File: src/rtl/pipe_exec_ctl_pkg.sv
// Shared state codes and defaults for the pipeline execution controller.
package pipe_exec_ctl_pkg;

   typedef enum logic [1:0] {
      ST_HALT  = 2'd0,
      ST_RUN   = 2'd1,
      ST_STEP  = 2'd2,
      ST_BREAK = 2'd3
   } exec_state_t;

   localparam int unsigned DEBOUNCE_DEFAULT = 500000;

endpackage

File: src/rtl/btn_debounce.sv
// Button synchronizer and debouncer; emits a one-cycle pulse on an
// accepted press.
module btn_debounce #(
   parameter int unsigned P_DEBOUNCE_CYCLES = 500000
) (
   input  logic i_clk,
   input  logic i_rst,
   input  logic i_btn,
   output logic o_pulse
);

   localparam int CW = (P_DEBOUNCE_CYCLES > 1) ?
                       $clog2(P_DEBOUNCE_CYCLES) : 1;
   localparam logic [CW-1:0] CNT_MAX = CW'(P_DEBOUNCE_CYCLES - 1);

   logic          s1, s2;
   logic          lvl;
   logic [CW-1:0] cnt;

   always_ff @(posedge i_clk) begin
      if (i_rst) begin
         s1      <= 1'b0;
         s2      <= 1'b0;
         lvl     <= 1'b0;
         cnt     <= '0;
         o_pulse <= 1'b0;
      end else begin
         s1      <= i_btn;
         s2      <= s1;
         o_pulse <= 1'b0;
         // Any sample equal to the accepted level restarts the count.
         if (s2 != lvl) begin
            if (cnt == CNT_MAX) begin
               lvl     <= s2;
               cnt     <= '0;
               o_pulse <= s2;
            end else begin
               cnt <= cnt + 1'b1;
            end
         end else begin
            cnt <= '0;
         end
      end
   end

endmodule

File: src/rtl/pipe_exec_ctl.sv
// Run/halt/step/breakpoint controller producing the pipeline clock
// enable.
module pipe_exec_ctl
   import pipe_exec_ctl_pkg::*;
#(
   parameter int unsigned P_DEBOUNCE_CYCLES = DEBOUNCE_DEFAULT,
   parameter int unsigned P_STEP_W          = 8
) (
   input  logic                i_clk,
   input  logic                i_rst,
   input  logic                i_btn_run,
   input  logic                i_btn_step,
   input  logic [P_STEP_W-1:0] i_step_count,
   input  logic                i_bp_en,
   input  logic [31:0]         i_bp_addr,
   input  logic [31:0]         i_pc_f,
   output logic                o_clk_en,
   output logic                o_halted,
   output logic [1:0]          o_state,
   output logic [31:0]         o_cycle_cnt
);

   exec_state_t         state_q, state_d;
   logic [P_STEP_W-1:0] remaining, rem_d;
   logic [P_STEP_W-1:0] rem_load;
   logic                bp_skip, skip_d;
   logic [31:0]         cycle_q;
   logic                run_p, step_p;
   logic                bp_hit;

   btn_debounce #(.P_DEBOUNCE_CYCLES(P_DEBOUNCE_CYCLES)) u_run (
      .i_clk   (i_clk),
      .i_rst   (i_rst),
      .i_btn   (i_btn_run),
      .o_pulse (run_p)
   );

   btn_debounce #(.P_DEBOUNCE_CYCLES(P_DEBOUNCE_CYCLES)) u_step (
      .i_clk   (i_clk),
      .i_rst   (i_rst),
      .i_btn   (i_btn_step),
      .o_pulse (step_p)
   );

   assign rem_load = (i_step_count == '0) ?
                     P_STEP_W'(1) : i_step_count;

   assign bp_hit = i_bp_en & (i_pc_f == i_bp_addr) & ~bp_skip;

   assign o_clk_en = ((state_q == ST_RUN) | (state_q == ST_STEP))
                     & ~bp_hit;

   always_comb begin
      state_d = state_q;
      rem_d   = remaining;
      skip_d  = bp_skip;
      // Skip covers only the first enabled cycle off the breakpoint.
      if (o_clk_en) skip_d = 1'b0;
      unique case (state_q)
         ST_HALT: begin
            if (run_p) begin
               state_d = ST_RUN;
            end else if (step_p) begin
               state_d = ST_STEP;
               rem_d   = rem_load;
            end
         end
         ST_RUN: begin
            if (run_p)       state_d = ST_HALT;
            else if (bp_hit) state_d = ST_BREAK;
         end
         ST_STEP: begin
            if (o_clk_en) rem_d = remaining - 1'b1;
            if (run_p)       state_d = ST_HALT;
            else if (bp_hit) state_d = ST_BREAK;
            else if (o_clk_en && remaining == P_STEP_W'(1))
               state_d = ST_HALT;
         end
         ST_BREAK: begin
            if (run_p) begin
               state_d = ST_RUN;
               skip_d  = 1'b1;
            end else if (step_p) begin
               state_d = ST_STEP;
               rem_d   = rem_load;
               skip_d  = 1'b1;
            end
         end
      endcase
   end

   always_ff @(posedge i_clk) begin
      if (i_rst) begin
         state_q   <= ST_HALT;
         remaining <= '0;
         bp_skip   <= 1'b0;
         cycle_q   <= '0;
      end else begin
         state_q   <= state_d;
         remaining <= rem_d;
         bp_skip   <= skip_d;
         if (o_clk_en) cycle_q <= cycle_q + 32'd1;
      end
   end

   assign o_halted    = (state_q == ST_HALT) | (state_q == ST_BREAK);
   assign o_state     = state_q;
   assign o_cycle_cnt = cycle_q;

endmodule

File: config.mk
export PLATFORM = sky130hd
export DESIGN_NAME = pipe_exec_ctl
export DESIGN_NICKNAME = d
export VERILOG_FILES = /design/src/rtl/pipe_exec_ctl_pkg.sv /design/src/rtl/btn_debounce.sv /design/src/rtl/pipe_exec_ctl.sv
export SDC_FILE = /design/constraint.sdc
export NUM_CORES = 1
export LEC_CHECK = 0
export CORE_UTILIZATION = 45
export CTS_CLUSTER_SIZE = 25
export DETAILED_ROUTE_END_ITERATION = 6
export GPL_TIMING_DRIVEN = 1
export PLACE_DENSITY_LB_ADDON = 0.12
export SLEW_MARGIN = 10
export SYNTH_ARGS = -nofsm -noshare
export SYNTH_HDL_FRONTEND = slang
export SYNTH_SLANG_ARGS = --single-unit
File: constraint.sdc
create_clock -name i_clk -period 4 [get_ports i_clk]
set_clock_uncertainty 0.2 [all_clocks]
set_input_delay 0.6 -clock i_clk [delete_from_list [all_inputs] [get_ports i_clk]]
set_output_delay 0.6 -clock i_clk [all_outputs]
set_load 0.02 [all_outputs]
Yosys cells after proc, flatten, opt, wreduce, memory -nomap -nowiden
Cells that the tools add are included.
{"block": "word_totals", "register_bits": 89, "latch_bits": 0, "mem_bits_rw": 0, "rom_bits": 0, "out_inout_bits": 36, "elab_cells": 74, "n_memories": 0}
{"block": "op_classes", "addsub": 4, "multipliers": 0, "div": 0, "order_cmp": 0, "n_eq_ne": 15, "n_shift": 0, "muxes": 17, "n_bitwise": 11, "reduce_logical": 13}
{"cell": "19-bit by 1-bit adder with 19-bit output (second input constant)", "count": 2}
{"cell": "19-bit equality test (second input constant)", "count": 2}
{"cell": "32-bit by 1-bit adder with 32-bit output (second input constant)", "count": 1}
{"cell": "32-bit equality test", "count": 1}
{"cell": "8-bit two-way mux", "count": 4}
{"cell": "8-bit one-hot mux with 2 select lines", "count": 1}
{"cell": "2-bit two-way mux", "count": 7}
{"cell": "3-bit OR reduction", "count": 4}
{"cell": "8-bit by 1-bit equality test with 1-bit output (second input constant)", "count": 1}
{"cell": "8-bit logical NOT", "count": 1}
{"cell": "8-bit by 1-bit subtractor with 8-bit output (second input constant)", "count": 1}
{"cell": "1-bit inverter", "count": 6}
{"cell": "2-bit one-hot mux with 3 select lines", "count": 1}
{"cell": "2-bit equality test (second input constant)", "count": 2}
{"cell": "1-bit two-way mux", "count": 4}
{"cell": "2-bit != test (second input constant)", "count": 2}
{"cell": "4-bit by 2-bit != test with 1-bit output (second input constant)", "count": 1}
{"cell": "2-bit AND reduction", "count": 2}
{"cell": "4-bit AND reduction", "count": 1}
{"cell": "1-bit AND", "count": 3}
{"cell": "3-bit by 1-bit != test with 1-bit output (second input constant)", "count": 1}
{"cell": "3-bit by 2-bit != test with 1-bit output (second input constant)", "count": 1}
{"cell": "3-bit AND reduction", "count": 1}
{"cell": "2-bit by 1-bit equality test with 1-bit output (second input constant)", "count": 1}
{"cell": "7 further kinds", "count": 9}

Longest topological paths before layout
{"block": "logic_depth", "ltp_word": 10, "mapped_depth": 9, "mapped_depth_nobuf": 7}

Hierarchy
A second synthesis with hierarchy kept.
{"block": "unflattened", "cells_unflattened": 563, "area_unflattened_um2": 4824.6}
{"mod": "pipe_exec_ctl", "instances": 1, "cells_each": 339, "area_each_um2": 2672.6}
{"mod": "btn_debounce", "instances": 2, "cells_each": 112, "area_each_um2": 1076.0}

Worst setup path after synthesis
No wires, ideal clock.
{"block": "synth_timing", "path_kind": "input port to output port", "start": "input port i_bp_addr[2]", "end": "output port o_clk_en", "arrival_time_ns": 1.991, "slack_ns": 1.209, "path_stages": 7, "cell_sequence": "xor2_1 > nor4_4 > nand3_1 > nor4_4 > buf_6 > buf_6 > nor2_2"}
{"block": "synth_via", "elab_chain_len": 5}
{"item": "start: declaration", "line_no": "pipe_exec_ctl.sv:15", "rtl": "input logic [31:0] i_bp_addr,"}
{"item": "32-bit equality test", "line_no": "pipe_exec_ctl.sv:48", "rtl": "assign bp_hit = i_bp_en & (i_pc_f == i_bp_addr) & ~bp_skip;"}
{"item": "1-bit AND (2 in series)", "line_no": "pipe_exec_ctl.sv:48"}
{"item": "1-bit inverter", "line_no": "pipe_exec_ctl.sv:51", "rtl": "& ~bp_hit;"}
{"item": "1-bit AND", "line_no": "pipe_exec_ctl.sv:51"}
{"item": "end: declaration", "line_no": "pipe_exec_ctl.sv:17", "rtl": "output logic o_clk_en,"}
Every way passes these cells.

Worst setup path after layout
{"block": "layout_timing", "start": "input port i_pc_f[7]", "end": "output port o_clk_en"}
{"block": "layout_via", "elab_chain_len": 5}
{"item": "start: declaration", "line_no": "pipe_exec_ctl.sv:16", "rtl": "input logic [31:0] i_pc_f,"}
{"item": "32-bit equality test", "line_no": "pipe_exec_ctl.sv:48"}
{"item": "1-bit AND (2 in series)", "line_no": "pipe_exec_ctl.sv:48"}
{"item": "1-bit inverter", "line_no": "pipe_exec_ctl.sv:51"}
{"item": "1-bit AND", "line_no": "pipe_exec_ctl.sv:51"}
Every way passes these cells.

==> flow_summary.json <==
{
  "path_clk_slew_ps": 80,
  "routabilityCongestion": 0.862,
  "diodes": 0,
  "grt-busiest-layer": "met2",
  "outcome": "finished clean",
  "synth_compound_gate_area_share": 0.129,
  "drtIter0Drc": 199,
  "synth_largest_area_cell": "dfxtp_1",
  "synth_fa_ha_area_frac": 0.0203,
  "synthMuxAreaShare": 0.0122,
  "pwr-share-comb": 0.092,
  "final_area_mm2": 0.00635,
  "critPathMaxFanout": 3,
  "slew_violations": 0,
  "critPathLaunchType": "input port",
  "grt_use_met2": 0.394,
  "fp.dieArea_mm2": 0.0114,
  "worst_path_max_delay_cell": "clkdlybuf4s50_1",
  "ys_seq_elements": 89,
  "crit_chain": "clkdlybuf4s50_1, inv_1, a2111oi_0, nand4_1, nor4_4, nor2_2, clkdlybuf4s50_1",
  "num_vias": 4752,
  "coreArea_mm2": 0.0105,
  "async_flop_share": 0,
  "drive_gt1_frac": 0.0588,
  "design.portCount": 113,
  "rows": 37,
  "synth_top_family_by_area": "simple AND/OR/NAND/NOR gates",
  "synth_ff_type": "dfxtp_1",
  "worst-setup-path-type": "input port to output port",
  "areaGrowthSynthToFinish_pct": 28.8,
  "yosys_warnings": 0,
  "crit_required_ps": 3200,
  "synth_xor_area_frac": 0.105,
  "synth.avg_cell_area_um2": 8.36,
  "setup_viol": 0,
  "crit_family": "buffers and inverters",
  "root_buffer": "clkbuf_8",
  "use_met1": 0.288,
  "ant_nets": 0,
  "period_needed_ps": 3610,
  "drv_cap": 0,
  "hp-class": "flop to flop",
  "yosys.area.top_type_share": 0.361,
  "die_x_um": 107,
  "max_freq_mhz": 277,
  "worst_slew_pin_slew_ps": 914,
  "leakage_nw": 2.07,
  "arrival_ps": 2810,
  "synth-simple-area-share": 0.329,
  "synth_area_mm2": 0.00493,
  "placed_area_mm2": 0.00613,
  "nets": 777,
  "via_per_inst": 5.70,
  "relSlewSlack": 0.391,
  "power_frac_seq": 0.515,
  "grt_max_degree": 41,
  "cts_made_buffers": 9,
  "ir_worst_vdd_mv": 0.163,
  "switching_power_uw": 410,
  "grtUsageTotal": 0.226,
  "multi_input_area_mm2": 0.00295,
  "synth_edf_count": 0,
  "hpwl_um": 8990,
  "yosys-top-cells-area": "dfxtp_1 36%, xor2_1 6.9%, nor2_1 5.4%",
  "grt-ovfl-total": 0,
  "dieHeight_um": 107,
  "dp_cells": 817,
  "nFillCells": 965,
  "drc_errors": 0,
  "tritoncts": "built",
  "swShare": 0.237,
  "layout.area.seq_mm2": 0.00178,
  "cp_common_cell": "clkdlybuf4s50_1",
  "finalHoldViolCount": 0,
  "grt_pass1_wl_um": 21100,
  "power_mw": 1.73,
  "wl_per_cell_um": 14.7,
  "grt_util_met3": 0.0371,
  "p_per_area_mw_per_mm2": 272,
  "power_frac_clock": 0.393,
  "finalSetupTns_ps": 0,
  "syn_nets": 675,
  "crit_path_max_incr_delay_ps": 560,
  "hold_ws_ps": 245,
  "clock_latency_ps": 350,
  "syn_inst": 590,
  "first_pass_iters": 4,
  "htreeDepth": 3,
  "wirelength_um": 12300,
  "cp_num_buf_inv": 3,
  "p_int_mw": 1.32,
  "post_cts_resized": 0,
  "seq_area_frac_synth": 0.361,
  "grt_pass1_vias": 4614,
  "fin_crit_sh": 0.903,
  "clock-sinks": 89,
  "port_buffers": 112,
  "rsz0062_at_grt": "no",
  "end_kind": "output port",
  "ctsHoldBuffers": 0,
  "cts_setup_buffers": 0,
  "final_cells": 833,
  "antenna_found_initial": 0,
  "clock_path_buffers": 2,
  "start_util": 0.471,
  "synth_cell_types": 54
}
-- synthesized netlist by cell type, drive strengths merged (2+ instances only) --
| cell | count |
|---|---|
| and3 | 11 |
| nor4 | 22 |
| or2 | 5 |
| o221a | 3 |
| ha | 8 |
| and4 | 4 |
| clkbuf | 17 |
| nor2 | 72 |
| o31ai | 21 |
| a21oi | 32 |
| buf | 10 |
| nand3b | 2 |
| nand4b | 2 |
| a2111oi | 2 |
| nand3 | 29 |
| mux2 | 2 |
| inv | 20 |
| a211oi | 2 |
| o31a | 3 |
| or4 | 21 |
| mux2i | 3 |
| nor2b | 26 |
| dfxtp | 89 |
| nand2b | 4 |
| a22oi | 2 |
| xor2 | 39 |
| nor3 | 20 |
| o311ai | 6 |
| nor4b | 3 |
| o21ai | 13 |
| nand2 | 30 |
| nand4 | 26 |
| o41ai | 3 |
| or3 | 9 |
| a32oi | 2 |
| xnor2 | 20 |
-- worst reg2reg max path, stage by stage (launching register included) --
cell     delay [ps]
dfxtp_1         440
inv_1            70
ha_1            300
buf_4           230
or3_1           740
or4_1           590
a21oi_1         160
-- path summary, 6_finish.rpt --
| check | from | slack (ps) | cells past startpoint | end |
|---|---|---|---|---|
| worst max-delay path | i_pc_f[7] | 390 | 7 | o_clk_en |
| worst min-delay path | u_step.s1 | 250 | 1 | u_step.s2 |
| worst max register to register | o_state[0] | 1200 | 6 | o_cycle_cnt[19] |
| worst min register to register | u_step.s1 | 250 | 1 | u_step.s2 |
-- layout by cell type, fill, tap and decap left out, types with 2 or more instances in the layout --
master             n
or2_2              5
o311ai_0           6
and3_1            11
inv_6              3
mux2_4             2
ha_1               8
clkbuf_8          11
mux2i_1            3
and4_1             4
a32oi_1            2
buf_4              6
inv_1             20
or4_1             21
nor4_4             5
nand3_1           29
a21oi_1           32
or3_1              9
nor2b_1           26
o21ai_1            4
clkdlybuf4s50_1  111
nand2b_1           4
o221a_2            2
nor3_1            19
nor4_1            17
xor2_1            39
nor2_1            71
xnor2_1           20
nand4b_1           2
nand2_1           30
nor4b_1            3
o31a_1             3
o31ai_1           21
a22oi_1            2
o41ai_1            3
nand3b_1           2
nand4_1           25
dfxtp_1           89
o21ai_0            9
a2111oi_0          2
-- state kept, by name, indices dropped and copies added, names as in the netlist, 2 cells and up --
register,cells
o_cycle_cnt,32
u_step.cnt,19
u_run.cnt,19
o_state,2
remaining,8
-- kinds of logic after synthesis --
kind of cell	after synthesis
xor+xnor	59
fa+ha+maj	8
buf+inv	47
simple gates	288
flops	89
mux	5
compound gates	94
-- power groups by stage --
stage          clock (mW)  combinational, mW  sequential, mW
2_1_floorplan           0             0.0646           0.910
3_3_place_gp            0              0.157           0.910
3_5_place_dp            0              0.159           0.910
4_1_cts             0.699              0.160           0.889
5_1_grt             0.741              0.172           0.890
6_report            0.679              0.160           0.889
-- metal layers --
| layer | vias up | wire length, um | share of wire |
|---|---|---|---|
| met5 | - | 0 | 0 |
| met4 | 0 | 174 | 0.014 |
| met2 | 127 | 6010 | 0.49 |
| met3 | 15 | 577 | 0.047 |
| met1 | 2253 | 5510 | 0.45 |
| li1 | 2357 | - | - |
-- through the flow --
stage                     worst slack [ps]   util
final                                  389  0.607
after global routing                   265  0.607
after CTS                              383  0.607
after detailed placement               373  0.586
after global placement                 421  0.586
after floorplan                       1210      -
-- layout make-up --
class                      count  share of cell area
clock inverter                 5              0.0106
timing repair buffer         118               0.183
clock buffer                  11              0.0238
tap                          136              0.0268
inverter                      20              0.0118
sequential                    89               0.280
multi-input combinational    454               0.464
No activity file was read; power rests on OpenSTA's default activity.
